--- src/rtl/cpu_types_pkg.sv ---
// Shared CPU types and I-cache geometry.
//   word_t         : 32-bit machine word
//   ITAG_W/IIDX_W  : I-cache tag / index widths
//   IFRAMES        : number of direct-mapped I-cache frames
//   icache_frame_t : one I-cache frame {valid, tag, data}
package cpu_types_pkg;

  localparam int unsigned WORD_W  = 32;
  localparam int unsigned ITAG_W  = 26;
  localparam int unsigned IIDX_W  = 4;
  localparam int unsigned IFRAMES = 16;

  typedef logic [WORD_W-1:0] word_t;

  typedef struct packed {
    logic              valid;
    logic [ITAG_W-1:0] tag;
    word_t             data;
  } icache_frame_t;

endpackage

--- src/rtl/cache_control_if.sv ---
// Cache <-> memory controller interface.
//   cache modport: instruction read channel and data read/write channel.
interface cache_control_if;
  import cpu_types_pkg::*;

  logic  iwait;
  word_t iload;
  logic  iREN;
  word_t iaddr;

  logic  dwait;
  word_t dload;
  logic  dREN;
  logic  dWEN;
  word_t daddr;
  word_t dstore;

  modport cache (
    input  iwait, iload, dwait, dload,
    output iREN, iaddr, dREN, dWEN, daddr, dstore
  );
endinterface

--- src/rtl/datapath_cache_if.sv ---
// Datapath <-> cache interface.
//   cache modport: instruction fetch request/response, data request/response,
//   halt in, flushed out.
interface datapath_cache_if;
  import cpu_types_pkg::*;

  logic  imemREN;
  word_t imemaddr;
  word_t imemload;
  logic  ihit;

  logic  dmemREN;
  logic  dmemWEN;
  word_t dmemaddr;
  word_t dmemstore;
  word_t dmemload;
  logic  dhit;

  logic  halt;
  logic  flushed;

  modport cache (
    input  imemREN, imemaddr, dmemREN, dmemWEN, dmemaddr, dmemstore, halt,
    output imemload, ihit, dmemload, dhit, flushed
  );
endinterface

--- src/rtl/icache.sv ---
// Direct-mapped, one-word-per-frame instruction cache.
//   CLK, nRST          : clock, synchronous active-high reset
//   imemREN, imemaddr  : fetch request from datapath
//   imemload, ihit     : fetch response (combinational)
//   iREN, iaddr        : miss request to memory (combinational)
//   iwait, iload       : memory response; miss completes when iwait is low
module icache
  import cpu_types_pkg::*;
(
  input  logic  CLK,
  input  logic  nRST,
  input  logic  imemREN,
  input  word_t imemaddr,
  output word_t imemload,
  output logic  ihit,
  input  logic  iwait,
  input  word_t iload,
  output logic  iREN,
  output word_t iaddr
);

  icache_frame_t frames [IFRAMES];

  logic [ITAG_W-1:0] tag;
  logic [IIDX_W-1:0] idx;
  icache_frame_t     rd_frame;
  icache_frame_t     wr_frame;
  logic              hit;
  logic              fill;

  // Address split; byte offset bits only travel out on iaddr.
  assign tag      = imemaddr[31:6];
  assign idx      = imemaddr[5:2];
  assign rd_frame = frames[idx];
  assign hit      = imemREN & rd_frame.valid & (rd_frame.tag == tag);
  assign fill     = imemREN & ~hit & ~iwait;
  assign wr_frame = '{valid: 1'b1, tag: tag, data: iload};

  // Response / miss request; a completing miss forwards iload the same cycle.
  always_comb begin
    imemload = '0;
    ihit     = 1'b0;
    iREN     = 1'b0;
    iaddr    = '0;
    if (hit) begin
      imemload = rd_frame.data;
      ihit     = 1'b1;
    end else if (imemREN) begin
      iREN  = 1'b1;
      iaddr = imemaddr;
      if (!iwait) begin
        imemload = iload;
        ihit     = 1'b1;
      end
    end
  end

  // Frame storage; reset beats a same-edge fill and only clears valid bits.
  always_ff @(posedge CLK) begin
    if (nRST) begin
      for (int unsigned i = 0; i < IFRAMES; i++) begin
        frames[IIDX_W'(i)].valid <= 1'b0;
      end
    end else if (fill) begin
      frames[idx] <= wr_frame;
    end
  end

endmodule

--- src/rtl/caches.sv ---
// Cache wrapper: I-cache instance, pass-through D-path, flush status.
//   CPUID : core identifier, no functional effect here
//   CLK   : clock
//   nRST  : synchronous active-high reset
//   dcif  : datapath side (cache modport)
//   ccif  : memory-controller side (cache modport)
module caches #(
  parameter int unsigned CPUID = 0
) (
  input logic             CLK,
  input logic             nRST,
  datapath_cache_if.cache dcif,
  cache_control_if.cache  ccif
);

  logic flushed_q;

  icache u_icache (
    .CLK      (CLK),
    .nRST     (nRST),
    .imemREN  (dcif.imemREN),
    .imemaddr (dcif.imemaddr),
    .imemload (dcif.imemload),
    .ihit     (dcif.ihit),
    .iwait    (ccif.iwait),
    .iload    (ccif.iload),
    .iREN     (ccif.iREN),
    .iaddr    (ccif.iaddr)
  );

  // Data side has no storage: requests go straight to memory.
  assign ccif.dREN     = dcif.dmemREN;
  assign ccif.dWEN     = dcif.dmemWEN;
  assign ccif.daddr    = dcif.dmemaddr;
  assign ccif.dstore   = dcif.dmemstore;
  assign dcif.dmemload = ccif.dload;
  assign dcif.dhit     = (dcif.dmemREN | dcif.dmemWEN) & ~ccif.dwait;

  // Nothing to write back, so flush completes on the first halted edge.
  always_ff @(posedge CLK) begin
    if (nRST) begin
      flushed_q <= 1'b0;
    end else if (dcif.halt) begin
      flushed_q <= 1'b1;
    end
  end

  assign dcif.flushed = flushed_q;

endmodule

--- src/flat_wrapper.sv ---
// flat-port wrapper written by rule: the top's interface ports become plain ports
module caches_flat 
#(
  parameter int unsigned CPUID = 0
)
  (CLK, nRST, dcif_imemREN, dcif_imemaddr, dcif_dmemREN, dcif_dmemWEN, dcif_dmemaddr, dcif_dmemstore, dcif_halt, dcif_imemload, dcif_ihit, dcif_dmemload, dcif_dhit, dcif_flushed, ccif_iwait, ccif_iload, ccif_dwait, ccif_dload, ccif_iREN, ccif_iaddr, ccif_dREN, ccif_dWEN, ccif_daddr, ccif_dstore);
  datapath_cache_if dcif_i ();
  cache_control_if ccif_i ();
  input logic CLK;
  input logic nRST;
  input wire logic [$bits(dcif_i.imemREN)-1:0] dcif_imemREN;
  input wire logic [$bits(dcif_i.imemaddr)-1:0] dcif_imemaddr;
  input wire logic [$bits(dcif_i.dmemREN)-1:0] dcif_dmemREN;
  input wire logic [$bits(dcif_i.dmemWEN)-1:0] dcif_dmemWEN;
  input wire logic [$bits(dcif_i.dmemaddr)-1:0] dcif_dmemaddr;
  input wire logic [$bits(dcif_i.dmemstore)-1:0] dcif_dmemstore;
  input wire logic [$bits(dcif_i.halt)-1:0] dcif_halt;
  output wire logic [$bits(dcif_i.imemload)-1:0] dcif_imemload;
  output wire logic [$bits(dcif_i.ihit)-1:0] dcif_ihit;
  output wire logic [$bits(dcif_i.dmemload)-1:0] dcif_dmemload;
  output wire logic [$bits(dcif_i.dhit)-1:0] dcif_dhit;
  output wire logic [$bits(dcif_i.flushed)-1:0] dcif_flushed;
  input wire logic [$bits(ccif_i.iwait)-1:0] ccif_iwait;
  input wire logic [$bits(ccif_i.iload)-1:0] ccif_iload;
  input wire logic [$bits(ccif_i.dwait)-1:0] ccif_dwait;
  input wire logic [$bits(ccif_i.dload)-1:0] ccif_dload;
  output wire logic [$bits(ccif_i.iREN)-1:0] ccif_iREN;
  output wire logic [$bits(ccif_i.iaddr)-1:0] ccif_iaddr;
  output wire logic [$bits(ccif_i.dREN)-1:0] ccif_dREN;
  output wire logic [$bits(ccif_i.dWEN)-1:0] ccif_dWEN;
  output wire logic [$bits(ccif_i.daddr)-1:0] ccif_daddr;
  output wire logic [$bits(ccif_i.dstore)-1:0] ccif_dstore;
  assign dcif_i.imemREN = dcif_imemREN;
  assign dcif_i.imemaddr = dcif_imemaddr;
  assign dcif_i.dmemREN = dcif_dmemREN;
  assign dcif_i.dmemWEN = dcif_dmemWEN;
  assign dcif_i.dmemaddr = dcif_dmemaddr;
  assign dcif_i.dmemstore = dcif_dmemstore;
  assign dcif_i.halt = dcif_halt;
  assign dcif_imemload = dcif_i.imemload;
  assign dcif_ihit = dcif_i.ihit;
  assign dcif_dmemload = dcif_i.dmemload;
  assign dcif_dhit = dcif_i.dhit;
  assign dcif_flushed = dcif_i.flushed;
  assign ccif_i.iwait = ccif_iwait;
  assign ccif_i.iload = ccif_iload;
  assign ccif_i.dwait = ccif_dwait;
  assign ccif_i.dload = ccif_dload;
  assign ccif_iREN = ccif_i.iREN;
  assign ccif_iaddr = ccif_i.iaddr;
  assign ccif_dREN = ccif_i.dREN;
  assign ccif_dWEN = ccif_i.dWEN;
  assign ccif_daddr = ccif_i.daddr;
  assign ccif_dstore = ccif_i.dstore;
  caches #(.CPUID(CPUID)) u_core (.CLK(CLK), .nRST(nRST), .dcif(dcif_i), .ccif(ccif_i));
endmodule
--- config.mk ---
export PLATFORM = sky130hd
export DESIGN_NAME = caches_flat
export DESIGN_NICKNAME = d
export VERILOG_FILES = /design/src/rtl/cpu_types_pkg.sv /design/src/rtl/cache_control_if.sv /design/src/rtl/datapath_cache_if.sv /design/src/rtl/icache.sv /design/src/rtl/caches.sv /design/src/flat_wrapper.sv
export SDC_FILE = /design/constraint.sdc
export NUM_CORES = 1
export LEC_CHECK = 0
export BUFFER_PORTS_ARGS = -buffer_cell sky130_fd_sc_hd__clkbuf_2
export CAP_MARGIN = 20
export CORE_ASPECT_RATIO = 1.4
export CORE_MARGIN = 10
export CORE_UTILIZATION = 25
export DETAILED_ROUTE_END_ITERATION = 8
export GPL_ROUTABILITY_DRIVEN = 0
export PLACE_DENSITY_LB_ADDON = 0.25
export SLEW_MARGIN = 10
export SYNTH_ARGS = -nofsm -noshare
export SYNTH_HDL_FRONTEND = slang
export SYNTH_SLANG_ARGS = --single-unit
--- constraint.sdc ---
create_clock -name CLK -period 16.1 [get_ports CLK]
set_input_delay 0.805 -clock CLK [delete_from_list [all_inputs] [get_ports CLK]]
set_output_delay 0.805 -clock CLK [all_outputs]
set_load 0.005 [all_outputs]
==> flow_summary_export.csv, run 1 <==
group,metric,value,unit
finish,num-nets-final,2088,
synthesis,synthTopCellsByArea,"edfxtp_1 (73%), mux4_2 (15%), buf_4 (2.2%)",
worst_setup_path,worst_setup_path_end_kind,"output pin",
synthesis,async_reset_ff_frac,0,
routing,drc,0,
routing,final_antenna_net_count,0,
routing,vias,18522,
clock_tree,clock_sinks,945,
outcome,status,"complete, no violations",
clock_tree,cts_buffers,102,
synthesis,synth_xor_area_frac,0.00502,
synthesis,synth_top_family_by_area,"multiplexers",
worst_setup_path,crit_top_cell,"buf_4",
synthesis,syn_inst,1832,
clock_tree,cts-root-buf,"clkbuf_16",
synthesis,synth.avg_cell_area,20.9,um2
clock_tree,cts_tree,"yes",
worst_setup_path,cp_cell_sequence,"buf_8, buf_4, buf_16, buf_4, mux4_2, a221oi_1, xor2_1, nand4_1, nor4bb_1, and4_4, buf_4, mux2_2, clkbuf_2",
sta,setup_tns,0,ps
clock_tree,cts_max_level,3,
synthesis,mappedNetlistArea,38400,um2
finish,seq_area,28200,um2
worst_setup_path,critPathArrivalTime,6630,ps
floorplanning,io_pins,334,
synthesis,synth_edf_count,928,
worst_setup_path,rr_endpoint,"u_core.u_icache.frames[9][5]$_DFFE_PP_",
sta,period_share,0.462,
sta,max_freq,0.134,GHz
worst_setup_path,max_stage_delay,740,ps
worst_setup_path,cp_slowest_cell,"and4_4",
floorplanning,num_rows,170,
clock_tree,cts_resized,0,
sta,period_minus_slack,7440,ps
sta,tightestPinTransition,1100,ps
power_and_ir_drop,max-vdd-ir-drop,0.0705,mV
worst_setup_path,worst-path-buf-inv,6,
worst_setup_path,critical_path.top_delay_family,"buffers and inverters",
routing,avgViaCountPerCell,4.65,
worst_setup_path,crit_type,"input pin to output pin",
clock_tree,clkTransAtPathRegs,60,ps
worst_setup_path,r2r_slack,11170,ps
synthesis,ys_ff_latch,945,
sta,fin_skew,25.7,ps
placement,post-dp-hpwl,61100,um
power_and_ir_drop,report.power.total,5340,uW
global_route,grt_pass1_vias,19954,
finish,fin_util,0.288,
routing,dr.pass1.iters,6,
floorplanning,core-area,153000,um2
power_and_ir_drop,power.density,121,nW/um2
global_route,grt_util_all_layers,0.125,
routing,post_drt_wl_per_cell,27.1,um
power_and_ir_drop,leakagePower,0.0139,uW
finish,layout-drive-gt1-share,0.305,
synthesis,yosys.area.top_type,"edfxtp_1",
finish,final_cell_mix,"edfxtp_1 (928), mux4_2 (249), clkbuf_2 (137)",
synthesis,synth_compound_area_frac,0.0200,
synthesis,synth_mux_area_frac,0.175,
global_route,overflow,0,
flow_run,cap_violations,0,
clock_tree,postCtsSetupRepairBufs,0,
floorplanning,die_y,483,um
worst_hold_path,hp-class,"input pin to flip-flop",
sta,setup_viol,0,
worst_setup_path,worstPathMaxFanout,65,
finish,syn2layout_area_growth,15.0,%
synthesis,ys_warn_count,0,
worst_setup_path,startpoint,"dcif_imemaddr[3]",
synthesis,synth_cell_types,58,
worst_setup_path,crit_path_start_kind,"input pin",
worst_setup_path,cp.depth,13,
clock_tree,postCtsHoldBufs,0,
sta,drv_slew,0,
synthesis,synthAdderAreaFrac,0,
finish,multi_input_area,8860,um2
worst_setup_path,cp_data_required_time,15290,ps
worst_setup_path,cp-endpoint,"dcif_imemload[28]",
sta,slew_headroom,0.270,
sta,rsz0062_at_grt,"false",
global_route,antenna_found_initial,9,
clock_tree,insertion_delay,690,ps
finish,fill_cells,14906,
finish,final_common_cell,"edfxtp_1",
global_route,grt_pass1_wl,153000,um
floorplanning,dieWidth,351,um
synthesis,yosysSeqAreaShare,0.735,
sta,finalHoldViolCount,0,
worst_setup_path,r2r_cells,11,
placement,io_buffers,141,
worst_setup_path,timing.rr.start,"u_core.u_icache.frames[15][44]$_DFFE_PP_",
synthesis,ys.flop_type,"edfxtp_1",
synthesis,synth_top_area_frac,0.727,
floorplanning,die_area,170000,um2
floorplanning,start_util,0.251,
clock_tree,clock_path_buffers,3,
global_route,grt_max_degree,69,
routing,dr.first_iter.drc_count,1533,
synthesis,yosys.area_share.simple,0.0277,
routing,wl,108000,um
synthesis,synth_nets,2000,
## how the worst min path moves through the flow
stage          depth (start not counted)                                          end  slack, ps                                   startpoint
6_report                               3             u_core.dcif.flushed$_SDFFE_PP0P_        330                                    dcif_halt
5_1_grt                                3             u_core.dcif.flushed$_SDFFE_PP0P_        350                                    dcif_halt
4_1_cts                                3             u_core.dcif.flushed$_SDFFE_PP0P_        280                                    dcif_halt
3_5_place_dp                           2   u_core.u_icache.frames[5][58]$_SDFFE_PP1P_        460   u_core.u_icache.frames[5][58]$_SDFFE_PP1P_
3_3_place_gp                           2   u_core.u_icache.frames[7][58]$_SDFFE_PP1P_        450   u_core.u_icache.frames[7][58]$_SDFFE_PP1P_
2_1_floorplan                          2  u_core.u_icache.frames[13][58]$_SDFFE_PP1P_        440  u_core.u_icache.frames[13][58]$_SDFFE_PP1P_
## through the flow
stage | setup slack [ps] | cell area (um2) | std cells | hold WS, ps
2_1_floorplan | 6530 | 38400 | 1832 | 437
3_3_place_gp | 8320 | 40700 | 3791 | 448
3_5_place_dp | 8440 | 40700 | 3792 | 458
4_1_cts | 8440 | 44100 | 3980 | 278
5_1_grt | 8240 | 44100 | 3982 | 352
6_report | 8660 | 44100 | 3985 | 328
## logic make-up after synthesis
logic type / after synthesis
AO/OA/AOI/OAI: 97
XOR/XNOR: 22
buffers and inverters: 230
flip-flops: 945
multiplexers: 356
AND/OR/NAND/NOR: 182
## power by group
group | switching, uW | internal (uW) | leakage [uW]
Clock | 970 | 1370 | 0.00160
Combinational | 171 | 110 | 0.00384
Sequential | 3.88 | 2720 | 0.00849
## routing by layer
layer / global-route usage / part of all wire / vias up
li1: - / - / 7686
met1: 0.164 / 0.42 / 10028
met2: 0.201 / 0.48 / 573
met3: 0.0233 / 0.068 / 231
met4: 0.0530 / 0.040 / 4
met5: 0 / 0.00024 / -
## final cells by class
class,count,share of cell area
flip-flops and latches,945,0.639
multi-input cells,657,0.201
clock buffers,124,0.0602
well taps,1978,0.0561
repair buffers,185,0.0255
clock inverters,64,0.0155
inverters,29,0.00247
diodes,3,0.000170
## worst min-delay path, delay by kind of cell
kind	cells	cell delay, ps
and+or+nand+nor	2	100
buffers and inverters	1	80
## sequential cells by signal (all words and copies together) (netlist names)
register                flops
u_core.u_icache.frames    944
u_core.dcif.flushed         1
## cells in the mapped netlist, drive strengths merged, types with 9 or more instances
cell	count
clkbuf	42
a221oi	9
mux2i	68
and3b	22
o22ai	16
inv	29
nor3b	12
a22o	9
mux4	249
nor2	30
edfxtp	928
nand3	15
nor3	17
nand2	21
buf	159
and2	36
dfxtp	17
mux2	39
nor2b	9
xnor2	17
(Power assumes the default switching activity.)
==> run 2, diff against run 1 <==
Clock period 16.1 ns to 6.2 ns, I/O delays scaled along.
==> run 2 against run 1 <==
  * Register-to-register slack lost 9100 ps
  * Final cell count grew 0.15%
  * Flip-flop and latch count is the same
  * Sequential power grew to 2.6 times the previous value
  * Final area grew 0.17%
  * Sequential share of layout area shrank 0.11 points
  * Count of clock-buffer cells in the layout shrank 3
  * Combinational power grew to 2.7 times the previous value
  * Critical path depth shrank 1
  * Via count grew 0.67%
  * Core utilization is essentially flat
  * Clock power grew to 2.6 times the previous value
==> flow_summary_export.csv, run 2 (synthesis gave the netlist of run 1 again) <==
group,metric,value,unit
power_and_ir_drop,swShare,0.215,
global_route,top_usage_layer,"met2",
worst_setup_path,r2r_slack,2050,ps
worst_setup_path,cp_slowest_cell,"and4_4",
finish,postLayoutCellArea,44200,um2
clock_tree,cts-root-buf,"clkbuf_16",
clock_tree,cts_buffers,101,
power_and_ir_drop,power_frac_seq,0.513,
worst_setup_path,rr_endpoint,"u_core.u_icache.frames[14][18]$_DFFE_PP_",
worst_setup_path,cp.depth,12,
placement,post-dp-hpwl,65100,um
worst_setup_path,r2r_cells,10,
global_route,grt_pass1_wl,154000,um
worst_setup_path,worstPathMaxFanout,57,
routing,avgViaCountPerCell,4.67,
worst_setup_path,cp_cell_sequence,"buf_8, inv_1, buf_4, mux2i_1, o22ai_1, a211oi_1, a32oi_1, nor3_1, and4_4, buf_12, mux2_2, clkbuf_2",
worst_setup_path,cp-endpoint,"dcif_imemload[29]",
global_route,grt_max_degree,70,
worst_setup_path,timing.rr.start,"u_core.u_icache.frames[15][44]$_DFFE_PP_",
clock_tree,insertion_delay,680,ps
sta,finalHoldViolCount,0,
finish,largest_register_ffs,944,
sta,tightestPinTransition,1080,ps
global_route,grt_pass1_vias,20039,
finish,final_common_cell,"edfxtp_1",
finish,final_cell_mix,"edfxtp_1 (928), mux4_2 (249), clkbuf_2 (137)",
finish,syn2layout_area_growth,15.2,%
worst_setup_path,crit_path_start_kind,"input pin",
finish,layout-drive-gt1-share,0.310,
floorplanning,die_y,483,um
power_and_ir_drop,max-vdd-ir-drop,0.233,mV
clock_tree,clkTransAtPathRegs,60,ps
worst_setup_path,cp_data_required_time,5890,ps
routing,dr.first_iter.drc_count,1660,
clock_tree,cts_resized,0,
routing,post_drt_wl_per_cell,27.4,um
sta,setup_viol,0,
worst_setup_path,worst-path-buf-inv,5,
clock_tree,postCtsHoldBufs,1,
floorplanning,die_area,170000,um2
sta,max_freq,0.209,GHz
placement,io_buffers,141,
power_and_ir_drop,leakagePower,0.0140,uW
worst_setup_path,critical_path.top_delay_family,"buffers and inverters",
worst_setup_path,critPathArrivalTime,4480,ps
sta,fin_skew,25.0,ps
outcome,status,"complete, no violations",
global_route,met2_usage,0.210,
floorplanning,core-area,153000,um2
power_and_ir_drop,clock_power_share,0.433,
worst_setup_path,crit_type,"input pin to output pin",
sta,period_share,0.773,
floorplanning,io_pins,334,
worst_setup_path,worst_setup_path_end_kind,"output pin",
floorplanning,start_util,0.251,
floorplanning,dieWidth,351,um
global_route,antenna_found_initial,12,
clock_tree,clock_sinks,945,
power_and_ir_drop,pwr-share-comb,0.054,
worst_setup_path,max_stage_delay,500,ps
power_and_ir_drop,report.power.total,13800,uW
floorplanning,num_rows,170,
placement,dpl_cell_area,40900,um2
global_route,globalRouteMet1Util,0.162,
clock_tree,cts_tree,"yes",
routing,vias,18646,
worst_hold_path,hp-class,"input pin to flip-flop",
worst_setup_path,startpoint,"dcif_imemaddr[2]",
power_and_ir_drop,power.density,312,nW/um2
global_route,gr-usage-met3,0.0198,
global_route,grt_util_all_layers,0.126,
global_route,overflow,0,
clock_tree,cts_max_level,3,
finish,num-nets-final,2099,
power_and_ir_drop,p_sw,2970,uW
flow_run,cap_violations,0,
routing,final_antenna_net_count,0,
sta,drv_slew,0,
routing,wl,109000,um
power_and_ir_drop,p_int,10800,uW
clock_tree,postCtsSetupRepairBufs,0,
routing,dr.pass1.iters,5,
routing,drc,0,
finish,top_register,"u_core.u_icache.frames",
sta,period_minus_slack,4790,ps
sta,slew_headroom,0.280,
clock_tree,clock_path_buffers,3,
sta,rsz0062_at_grt,"false",
run 2: area by class of cell:
cell class	instances	area (um2)
Timing Repair Buffer	197	1260
Multi-Input combinational cell	657	8870
Sequential cell	945	28200
Fill cell	14916	109000
Tap cell	1978	2470
Inverter	29	109
Clock inverter	63	623
Clock buffer	121	2650
Antenna cell	1	2.50
run 2: metrics by stage:
step | instances | utilization | worst slack (ps) | setup TNS [ps] | hold WS (ps)
floorplan | 1832 | - | -879 | -408020 | 409
global placement | 3805 | 0.267 | 1250 | 0 | 450
detailed placement | 3805 | 0.267 | 1210 | 0 | 454
CTS | 3990 | 0.289 | 1270 | 0 | 10.4
global route | 3990 | 0.289 | 1170 | 0 | 73.8
finish | 3991 | 0.289 | 1410 | 0 | 56.5
run 2: metal layers:
metal | share of wire | vias up | routed length (um)
met5 | 0.00022 | - | 24
met4 | 0.036 | 4 | 3920
li1 | - | 7708 | -
met3 | 0.055 | 256 | 5960
met2 | 0.49 | 563 | 54100
met1 | 0.42 | 10115 | 45400
run 2: power by group through the flow:
stage / clock network [uW] / logic (uW) / registers [uW]
2_1_floorplan: 0 / 466 / 7200
3_5_place_dp: 0 / 769 / 7200
5_1_grt: 6370 / 807 / 7070
4_1_cts: 6120 / 772 / 7070
3_3_place_gp: 0 / 762 / 7200
6_report: 5970 / 747 / 7070
run 2: worst min-delay path by stage:
stage,startpoint,to,slack [ps],depth (start not counted)
3_3_place_gp,u_core.u_icache.frames[5][58]$_SDFFE_PP1P_,u_core.u_icache.frames[5][58]$_SDFFE_PP1P_,450,2
3_5_place_dp,u_core.u_icache.frames[5][58]$_SDFFE_PP1P_,u_core.u_icache.frames[5][58]$_SDFFE_PP1P_,450,2
4_1_cts,ccif_iload[12],u_core.u_icache.frames[8][12]$_DFFE_PP_,10,1
5_1_grt,ccif_iload[27],u_core.u_icache.frames[11][27]$_DFFE_PP_,70,1
6_report,ccif_iload[27],u_core.u_icache.frames[11][27]$_DFFE_PP_,60,1
2_1_floorplan,ccif_iload[0],u_core.u_icache.frames[0][0]$_DFFE_PP_,410,0
==> run 3, diff against run 2 <==
Clock period 6.2 ns to 4.6 ns, I/O delays scaled along.
==> run 3 against run 2 <==
  * Sequential share of layout area decreased by 1.6 points
  * Non-clock buffer count increased by 70
  * Hold slack got worse by 24 ps
  * Flip-flop and latch count unchanged
  * Count of clock-buffer cells in the layout increased by 4
  * First-iteration DRC count decreased by 23%
  * Largest cell class unchanged
==> flow_summary_export.csv, run 3 (synthesis gave the netlist of run 1 again) <==
group,metric,value,unit
outcome,status,"complete, no violations",
worst_hold_path,min_from,"ccif_iload[22]",
worst_setup_path,cp_slowest_cell,"mux4_2",
worst_hold_path,whs_path_depth,1,
sta,hold_ws,32.8,ps
routing,dr.pass1.iters,7,
worst_setup_path,critPathArrivalTime,4130,ps
sta,finalHoldViolCount,0,
finish,syn2layout_area_growth,18.2,%
finish,fill_cells,14727,
clock_tree,insertion_delay,690,ps
finish,fin_util,0.296,
worst_setup_path,rr_endpoint,"u_core.u_icache.frames[15][23]$_DFFE_PP_",
worst_setup_path,max_stage_delay,490,ps
worst_setup_path,cp_data_required_time,4370,ps
worst_setup_path,cp_cell_sequence,"mux4_2, a22o_1, a221oi_2, xor2_1, buf_4, nand4_1, nor4bb_2, and4_4, buf_12, mux2_2, clkbuf_2",
finish,layout-drive-gt1-share,0.322,
global_route,grt_max_degree,93,
finish,largest_register_ffs,944,
routing,avgViaCountPerCell,4.66,
worst_setup_path,timing.rr.start,"u_core.u_icache.frames[15][44]$_DFFE_PP_",
clock_tree,cts-root-buf,"clkbuf_16",
worst_setup_path,crit_path_start_kind,"flip-flop",
placement,placedCellCount,3844,
clock_tree,cts_tree,"yes",
finish,final_common_cell,"edfxtp_1",
sta,drv_slew,0,
routing,post_drt_wl_per_cell,27.8,um
floorplanning,io_pins,334,
routing,final_antenna_net_count,0,
routing,wl,113000,um
sta,rsz0062_at_grt,"false",
sta,max_freq,0.229,GHz
placement,dpl_cell_area,41700,um2
clock_tree,clkTransAtPathRegs,60,ps
clock_tree,cts_max_level,3,
worst_setup_path,crit_type,"flip-flop to output pin",
global_route,antenna_found_initial,9,
placement,pre_cts_slack,196,ps
finish,top_register,"u_core.u_icache.frames",
worst_setup_path,worst-path-buf-inv,3,
global_route,grt_pass1_vias,20391,
floorplanning,die_y,483,um
placement,io_buffers,141,
finish,final_cell_mix,"edfxtp_1 (928), mux4_2 (249), clkbuf_2 (137)",
finish,multi_input_area,8940,um2
global_route,grt_util_all_layers,0.130,
worst_setup_path,worstPathMaxFanout,25,
power_and_ir_drop,power.density,411,nW/um2
floorplanning,die_area,170000,um2
finish,layoutNonFillerInstCount,4061,
routing,vias,18940,
global_route,grt_pass1_wl,158000,um
placement,post-dp-hpwl,68100,um
routing,drc,0,
sta,setup_ws,241,ps
power_and_ir_drop,max-vdd-ir-drop,0.269,mV
sta,slew_headroom,0.401,
global_route,overflow,0,
flow_run,cap_violations,0,
worst_setup_path,worst_setup_path_end_kind,"output pin",
finish,seq_area,28200,um2
sta,setup_viol,0,
worst_hold_path,hp-class,"input pin to flip-flop",
floorplanning,num_rows,170,
routing,dr.first_iter.drc_count,1283,
sta,period_minus_slack,4360,ps
sta,tightestPinTransition,899,ps
finish,num-nets-final,2167,
floorplanning,dieWidth,351,um
worst_setup_path,r2r_slack,1090,ps
finish,postLayoutCellArea,45300,um2
clock_tree,clock_sinks,945,
worst_setup_path,r2r_cells,11,
worst_setup_path,cp.depth,11,
worst_setup_path,critical_path.top_delay_family,"simple AND/OR/NAND/NOR gates",
sta,period_share,0.948,
power_and_ir_drop,leakagePower,0.0144,uW
floorplanning,core-area,153000,um2
sta,fin_skew,34.5,ps
clock_tree,clock_path_buffers,3,
floorplanning,start_util,0.251,
worst_hold_path,holdPathEnd,"u_core.u_icache.frames[15][22]$_DFFE_PP_",
clock_tree,cts_buffers,99,
-- run 3: cell type report --
cell class,count,share of cell area
antenna,2,0.000110
clock buffer,125,0.0595
clock inverter,58,0.0133
inverter,29,0.00240
multi-input combinational,657,0.197
sequential,945,0.622
tap,1978,0.0546
timing repair buffer,267,0.0508
-- run 3: worst max-delay path by stage --
stage / startpoint / end / slack [ps]
3_5_place_dp: dcif_imemaddr[2] / dcif_imemload[8] / 200
4_1_cts: u_core.u_icache.frames[15][44]$_DFFE_PP_ / dcif_imemload[8] / 20
3_3_place_gp: dcif_imemaddr[2] / dcif_imemload[8] / 230
2_1_floorplan: dcif_imemaddr[3] / u_core.u_icache.frames[12][0]$_DFFE_PP_ / -620
6_report: u_core.u_icache.frames[15][44]$_DFFE_PP_ / dcif_imemload[28] / 240
5_1_grt: u_core.u_icache.frames[15][44]$_DFFE_PP_ / dcif_imemload[28] / 90
-- run 3: through the flow --
step | power [uW] | setup TNS, ps
2_1_floorplan | 10300 | -253260
3_3_place_gp | 10700 | 0
3_5_place_dp | 10800 | 0
4_1_cts | 18900 | 0
5_1_grt | 19300 | 0
6_report | 18700 | 0
-- run 3: what timing repair did --
| item | in CTS | in global routing |
|---|---|---|
| endpoints found under the setup margin | 53 | 3 |
| resized for setup | 2 | 1 |
| buffers inserted | 3 | 0 |
| endpoints found under the hold margin | 380 | 0 |
| pin swaps | 1 | 0 |
| hold buffers | 29 | 0 |
-- run 3: report_power, final --
group	total [uW]	internal [uW]	switching, uW
registers	9530	9510	13.7
logic	1040	431	614
clock network	8090	4770	3320
-- run 3: worst register-to-register path, stage by stage, from the launching register on --
cell,delay (ps)
edfxtp_1,360
mux4_2,490
a22o_1,250
a221oi_2,240
xor2_1,170
buf_4,150
or4b_1,520
nor3_1,160
and4_1,280
buf_12,210
nor2_4,120
buf_4,260
-- run 3: metal layers --
metal | up-vias | track usage | wire, um
li1 | 7854 | - | -
met1 | 10268 | 0.156 | 44500
met2 | 542 | 0.219 | 55700
met3 | 270 | 0.0231 | 6590
met4 | 6 | 0.0692 | 6010
met5 | - | 0 | 45
